### src/rtl/scmp_alu_mdu.sv
// scmp_alu_mdu: multi-cycle ADD / packed-BCD DAD / unsigned MPY / unsigned DIV unit with start/busy/done handshake
module scmp_alu_mdu #(
  parameter int W = 8
) (
  input  logic         clk_i,
  input  logic         rst_i,
  input  logic         start_i,
  input  logic [2:0]   op_i,
  input  logic [W-1:0] a_i,
  input  logic [W-1:0] b_i,
  input  logic         cy_i,
  output logic         busy_o,
  output logic         done_o,
  output logic [W-1:0] res_o,
  output logic [W-1:0] ext_o,
  output logic         cy_o,
  output logic         ov_o
);
  localparam int CW = $clog2(W + 1);
  localparam logic [2:0] OP_ADD = 3'd0;
  localparam logic [2:0] OP_DAD = 3'd1;
  localparam logic [2:0] OP_MPY = 3'd2;
  localparam logic [2:0] OP_DIV = 3'd3;
  typedef enum logic {IDLE, RUN} state_t;
  state_t state_q, state_d;
  logic [CW-1:0] cnt_q, cnt_d, lat;
  logic [2:0] op_q, op_d, op_c;
  logic [W-1:0] a_q, a_d, b_q, b_d, res_d, ext_d;
  logic [W-1:0] a_c, b_c, r_c, e_c, diff;
  logic cy_d, ov_d, done_d, accept, c_c, geq;
  logic [W:0] sum, madd, trial;
  logic [4:0] ds;
  logic [3:0] dig;
  assign busy_o = state_q == RUN;
  // Next state plus one datapath step; the accepting edge already performs the first step from the raw inputs
  always_comb begin
    accept = state_q == IDLE && start_i;
    op_c = accept ? op_i : op_q;
    a_c = accept ? a_i : a_q;
    b_c = accept ? b_i : b_q;
    r_c = accept ? (op_i == OP_MPY ? b_i : a_i) : res_o;
    e_c = accept ? '0 : ext_o;
    c_c = accept ? cy_i : cy_o;
    lat = op_i == OP_DAD ? CW'(W / 4) :
          op_i == OP_MPY ? CW'(W) :
          op_i == OP_DIV ? (b_i == '0 ? CW'(1) : CW'(W)) : CW'(1);
    sum = {1'b0, a_c} + {1'b0, b_c} + {{W{1'b0}}, c_c};
    ds = {1'b0, a_c[3:0]} + {1'b0, b_c[3:0]} + {4'b0, c_c};
    dig = ds[3:0] + (ds > 5'd9 ? 4'd6 : 4'd0);
    madd = r_c[0] ? {1'b0, e_c} + {1'b0, a_c} : {1'b0, e_c};
    trial = {e_c, r_c[W-1]};
    geq = trial >= {1'b0, b_c};
    diff = trial[W-1:0] - b_c;
    state_d = state_q;
    cnt_d = cnt_q;
    op_d = op_q;
    a_d = a_q;
    b_d = b_q;
    res_d = res_o;
    ext_d = ext_o;
    cy_d = cy_o;
    ov_d = ov_o;
    done_d = 1'b0;
    if (accept || (state_q == RUN && cnt_q != '0)) begin
      state_d = RUN;
      cnt_d = accept ? lat - CW'(1) : cnt_q - CW'(1);
      done_d = accept ? lat == CW'(1) : cnt_q == CW'(1);
      op_d = op_c;
      a_d = a_c;
      b_d = b_c;
      case (op_c)
        OP_ADD: begin
          res_d = sum[W-1:0];
          ext_d = '0;
          cy_d = sum[W];
          ov_d = (a_c[W-1] == b_c[W-1]) && (sum[W-1] != a_c[W-1]);
        end
        OP_DAD: begin
          res_d = {dig, r_c[W-1:4]};
          ext_d = '0;
          cy_d = ds > 5'd9;
          ov_d = 1'b0;
          a_d = a_c >> 4;
          b_d = b_c >> 4;
        end
        OP_MPY: begin
          {ext_d, res_d} = {madd, r_c[W-1:1]};
          cy_d = 1'b0;
          ov_d = madd[W:1] != '0;
        end
        OP_DIV: begin
          res_d = b_c == '0 ? '1 : {r_c[W-2:0], geq};
          ext_d = b_c == '0 ? a_c : (geq ? diff : trial[W-1:0]);
          cy_d = 1'b0;
          ov_d = b_c == '0;
        end
        default: begin
          res_d = a_c;
          ext_d = '0;
          cy_d = c_c;
          ov_d = 1'b0;
        end
      endcase
    end else if (state_q == RUN) begin
      state_d = IDLE;
    end
  end
  // State, operand and result registers
  always_ff @(posedge clk_i) begin
    if (rst_i) begin
      state_q <= IDLE;
      cnt_q <= '0;
      op_q <= '0;
      a_q <= '0;
      b_q <= '0;
      res_o <= '0;
      ext_o <= '0;
      cy_o <= 1'b0;
      ov_o <= 1'b0;
      done_o <= 1'b0;
    end else begin
      state_q <= state_d;
      cnt_q <= cnt_d;
      op_q <= op_d;
      a_q <= a_d;
      b_q <= b_d;
      res_o <= res_d;
      ext_o <= ext_d;
      cy_o <= cy_d;
      ov_o <= ov_d;
      done_o <= done_d;
    end
  end
endmodule
### config.mk
export PLATFORM = sky130hd
export DESIGN_NAME = scmp_alu_mdu
export DESIGN_NICKNAME = d
export VERILOG_FILES = /design/src/rtl/scmp_alu_mdu.sv
export SDC_FILE = /design/constraint.sdc
export NUM_CORES = 1
export LEC_CHECK = 0
export ABC_AREA = 1
export CORE_AREA = 2 2 106 108
export CTS_BUF_LIST = sky130_fd_sc_hd__clkbuf_8
export CTS_CLUSTER_DIAMETER = 80
export DETAILED_ROUTE_END_ITERATION = 8
export DIE_AREA = 0 0 108 110
export PLACE_DENSITY_LB_ADDON = 0.05
export SKIP_CTS_REPAIR_TIMING = 1
export SLEW_MARGIN = 20
export SYNTH_ARGS = -nofsm -noshare
export SYNTH_HDL_FRONTEND = slang
export SYNTH_SLANG_ARGS = --single-unit
export TNS_END_PERCENT = 20
### constraint.sdc
create_clock -name clk_i -period 11.9 [get_ports clk_i]
set_clock_uncertainty 0.2 [all_clocks]
set_input_delay 2.38 -clock clk_i [delete_from_list [all_inputs] [get_ports clk_i]]
set_output_delay 2.38 -clock clk_i [all_outputs]
set_load 0.03 [all_outputs]
Word level (Yosys, flattened, before mapping)
Index checks and enable logic that the tools add are counted.
{"block": "classes", "addsub": 9, "n_lt_le_gt_ge": 2, "n_eq_ne": 10, "muxes": 25, "bitwise": 2, "reduce_logical": 11}
{"op": "$mux 8", "n": 10}
{"op": "$pmux 8 s4", "n": 1}
{"op": "$mux 4", "n": 5}
{"op": "$add 8x8->9", "n": 2}
{"op": "$logic_not 8->1", "n": 2}
{"op": "$pmux 8 s2", "n": 1}
{"op": "$eq 3x2->1 const B", "n": 4}
{"op": "$add 9x1->9", "n": 1}
{"op": "$ge 9x8->1", "n": 1}
{"op": "$mux 9", "n": 1}
{"op": "$eq 4x1->1 const B", "n": 2}
{"op": "$reduce_bool 8->1", "n": 1}
{"op": "$sub 4x1->4 const B", "n": 2}
{"op": "$sub 8x8->8", "n": 1}
{"op": "$eq 3x1->1 const B", "n": 2}
{"op": "$mux 3", "n": 2}
{"op": "$pmux 1 s3", "n": 2}
{"op": "$add 4x4->5", "n": 1}
{"op": "$add 5x1->5", "n": 1}
{"op": "$gt 5x4->1 const B", "n": 1}
{"op": "$add 4x3->4", "n": 1}
{"op": "$reduce_bool 4->1", "n": 1}
{"op": "$reduce_or 2->1", "n": 2}
{"op": "$logic_and 1x1->1", "n": 3}
{"op": "other kinds (6)", "n": 9}
{"block": "totals", "reg_bits": 43, "in_bits": 23, "out_inout_bits": 20, "word_cells": 69}

Longest topological paths before layout
{"block": "depth", "word_depth": 9, "mapped_depth": 22, "depth_no_buf": 20}

Worst setup path after synthesis
OpenSTA, ideal clock, no wires.
{"block": "synth_path", "path_kind": "in2reg", "from": "input start_i", "to": "register res_o[7]", "setup_ns": 0.116, "arrival_time_ns": 5.557, "t_required_ns": 11.584, "slack_ns": 6.027, "stages": 16, "path_buffers": 2, "path_cell_list": "nand2_4 -> buf_6 -> clkbuf_1 -> a21oi_1 -> fa_1 -> fa_1 -> xor2_1 -> o21ai_0 -> nand2_1 -> ha_1 -> fa_1 -> or2_2 -> nand3_1 -> nand3_1 -> o21ai_1 -> nand2_1"}
{"block": "synth_via", "elab_chain_len": 8, "word_cells_on_any_way": 24, "cone_classes": "add/sub (6); order compare (1); eq/ne (3); mux (10); reduce/logical (4)"}
{"element": "start, declared", "line": "7", "rtl": "input logic start_i,"}
{"element": "$logic_and 1x1->1 *", "line": "37", "rtl": "accept = state_q == IDLE && start_i;"}
{"element": "$mux 8 (on tied branches)", "line": "39, 40"}
{"element": "$add 4x4->5", "line": "48", "rtl": "ds = {1'b0, a_c[3:0]} + {1'b0, b_c[3:0]} + {4'b0, c_c};"}
{"element": "$add 5x1->5", "line": "48"}
{"element": "$gt 5x4->1", "line": "49", "rtl": "dig = ds[3:0] + (ds > 5'd9 ? 4'd6 : 4'd0);"}
{"element": "$mux 3", "line": "49"}
{"element": "$add 4x3->4", "line": "49"}
{"element": "$pmux 8 s4", "line": "71", "rtl": "case (op_c)"}
{"element": "end signal, assigned", "line": "127", "rtl": "res_o <= res_d;"}
{"element": "end, declared", "line": "14", "rtl": "output logic [W-1:0] res_o,"}
Mark *: on every way between the ends. The rest lies on a longest branch, timed or not.
A chain may end at the register's enable or synchronous reset.

Worst setup path after layout
{"block": "layout_path", "from": "input start_i", "to": "register res_o[6]"}
The elaborated chain is that of the path after synthesis.

==> qor.yml <==
yosys:
  synth.most_common_cell: "nand2_1"
  avgSynthCellArea_sq_um: 6.125
  synth-compound-area-share_pct: 19.83
  synth_top_family_by_area: "simple AND/OR/NAND/NOR gates"
  ys_ff_latch: 43
  async_reset_ff_share_pct: 0
  synth_commonest_cells: "195 x nand2_1, 91 x inv_1, 54 x a21oi_1"
  yosysWarnings: 0
  synth_edf_count: 0
  ys_seq_area_share_pct: 20.37
  syn_nets: 744
  syn_inst: 690
  synth_ff_type: "dfxtp_1"
  yosys-mux-area-fraction_pct: 0
  synth_area_leaders: "dfxtp_1 20%, nand2_1 17%, inv_1 8.1%"
  synth_xor_area_share_pct: 1.243
  synth_top_area_cell: "dfxtp_1"
  netlist.area_leader.share_pct: 20.37
  synthAdderAreaFrac_pct: 10.07
  synth-simple-area-share_pct: 36.53
  synthesis.area_sq_um: 4227
  synth.distinct_cells: 40
setup_path:
  cp.required_ns: 11.88
  end_kind: "flip-flop"
  crit_path_max_incr_delay_ns: 0.56
  cp_num_buf_inv: 1
  crit_chain: "clkdlybuf4s50_1, nand2_4, nor2_1, a21oi_1, fa_1, fa_1, xor2_1, o21ai_0, nand2_1, ha_1, fa_1, nand2_1, nand2_1, a21oi_1, o211ai_1, o21ai_1, a21oi_1"
  cp-start-kind: "input port"
  cp_top_family: "adder cells"
  crit_fanout: 46
  crit_type: "input port to flip-flop"
  cpMaxStageDelayCell: "clkdlybuf4s50_1"
  critPathArrivalTime_ns: 6.41
outcome:
  status: "completed"
global_routing:
  grt_use_total_pct: 26.94
  grt-ovfl-total: 0
  grt_max_degree: 47
  grt_pass1_wl_microns: 24350
  grt_pass1_vias: 4478
  antenna_found_initial: 0
clock_network:
  clk-insertion-delay-late_ns: 0.32
  cts_buffers: 5
  clock_sinks: 43
  cts_root_buffer: "clkbuf_8"
  tritoncts: "yes"
  htree_levels: 2
  clk_path_buf_depth: 2
  clk_pin_slew_worst_paths_ns: 0.10
timing:
  finalHoldWorstSlack_ns: 0.2639
  worstMarginPinSlew_ns: 0.9129
  max_slew_margin_pct: 39.07
  period_share_pct: 53.99
  rsz0062_at_grt: "false"
  fmax_mhz: 155.6
  period_needed_ns: 6.425
  maxSlewViolCount: 0
  hold_violations: 0
  finalSetupViolCount: 0
  fin_setup_tns_ns: 0
placed_design:
  hpwl_microns: 12190
  io_buffer_count: 42
  gp_congestion: 0.9946
route:
  firstDrtPassIters: 5
  first_iter_violations: 397
  post_drt_wl_per_cell_microns: 17.96
  num_vias: 4725
  routed_wl_microns: 15480
  viasPerCell: 5.481
  ant_nets: 0
  drc: 0
hold_path:
  hold_path_class: "flip-flop to flip-flop"
power:
  power_density_nw_per_um2: 129.4
  p_sw_mw: 0.2781
  power_frac_seq_pct: 27.4
  intPower_mw: 0.3487
  swShare_pct: 44.37
  worst_ir_drop_vdd_uv: 53.90
  leakagePower_nw: 2.419
  pwr-share-clk_pct: 22.6
  p_comb_share_pct: 50.0
floorplanning:
  ioPinCount: 43
  start_util_pct: 39.51
  num_rows: 38
  die_area_sq_um: 11880
  die_x_microns: 108
  fp.coreArea_sq_um: 10700
  dieHeight_microns: 110
flow_run:
  max_cap_viol_count: 0
finish:
  multi_input_area_sq_um: 2860
  fill_cells: 1158
  seq_area_sq_um: 860.8
  antennaDiodeCount: 0
  area_delta_synth_final_pct: 14.65
  drive_gt1_share_pct: 7.756
  fin_nets: 775
[layer usage]
metal | vias up | GRT usage [%] | part of all wire [%]
li1 | 2326 | - | -
met4 | 0 | 7.875 | 2.7
met1 | 2181 | 37.24 | 46
met2 | 190 | 43.98 | 45
met3 | 28 | 3.527 | 5.9
met5 | - | 0 | 0
[final cells by class]
type | count | area share (%)
clock buffer | 5 | 1.420
multi-input combinational | 524 | 59.02
inverter | 105 | 8.185
tap | 140 | 3.615
timing repair buffer | 42 | 8.675
sequential | 43 | 17.76
clock inverter | 3 | 1.317
[tightest hold or removal path, delay by kind of cell (launching register included)]
family | cells | cell delay [ns]
AND/OR/NAND/NOR | 1 | 0.06
AO/OA/AOI/OAI | 1 | 0.05
flip-flops | 1 | 0.32
[power by group through the flow]
| stage | Combinational [mW] | Sequential, mW | Clock (mW) |
|---|---|---|---|
| 2_1_floorplan | 0.208 | 0.186 | 0 |
| 3_3_place_gp | 0.308 | 0.175 | 0 |
| 3_5_place_dp | 0.307 | 0.175 | 0 |
| 4_1_cts | 0.309 | 0.172 | 0.143 |
| 5_1_grt | 0.347 | 0.174 | 0.150 |
| 6_report | 0.313 | 0.172 | 0.141 |
[registers in the layout, indices dropped and copies added, names as in the netlist]
signal and flops:
cnt_q 4, b_q 8, op_q 3, a_q 8
ov_o 1, done_o 1, res_o 8, busy_o 1
ext_o 8, cy_o 1
[path summary, 6_finish.rpt]
check,slack [ns],endpoint,start,depth (start not counted)
worst max register to register,7.65,res_o[6],busy_o,16
worst max-delay path,5.48,res_o[6],start_i,17
worst min register to register,0.26,a_q[7],a_q[7],2
worst min-delay path,0.26,a_q[7],a_q[7],2
[logic make-up (layout without fill, tap and decap cells)]
| group | Yosys count | count (layout) |
|---|---|---|
| fa+ha+maj | 31 | 31 |
| simple gates | 341 | 341 |
| flops | 43 | 43 |
| buf+inv | 123 | 155 |
| xor+xnor | 6 | 6 |
| compound gates | 146 | 146 |
[stage by stage]
step / setup WS, ns / total power [mW] / instance area (sq um) / util (%) / std cells
final: 5.475 / 0.6269 / 4846 / 45.30 / 862
after global routing: 5.208 / 0.6717 / 4846 / 45.30 / 862
after CTS: 5.519 / 0.6238 / 4846 / 45.30 / 862
after detailed placement: 5.203 / 0.4817 / 4713 / 44.06 / 854
after global placement: 5.260 / 0.4832 / 4713 / 44.06 / 854
after floorplan: 6.027 / 0.3941 / 4227 / - / 690
[cells in the final DEF (no fill, tap or decap), types with 22 or more instances in the layout]
cell type        Yosys  routed
a21oi_1             54      54
clkdlybuf4s50_1      0      42
dfxtp_1             43      43
ha_1                26      26
inv_1               91      92
nand2_1            195     195
nand3_1             52      52
nor2_1              44      44
o21ai_0             30      30
o21ai_1             22      22
Note: power is estimated with default switching activity, not from simulation.
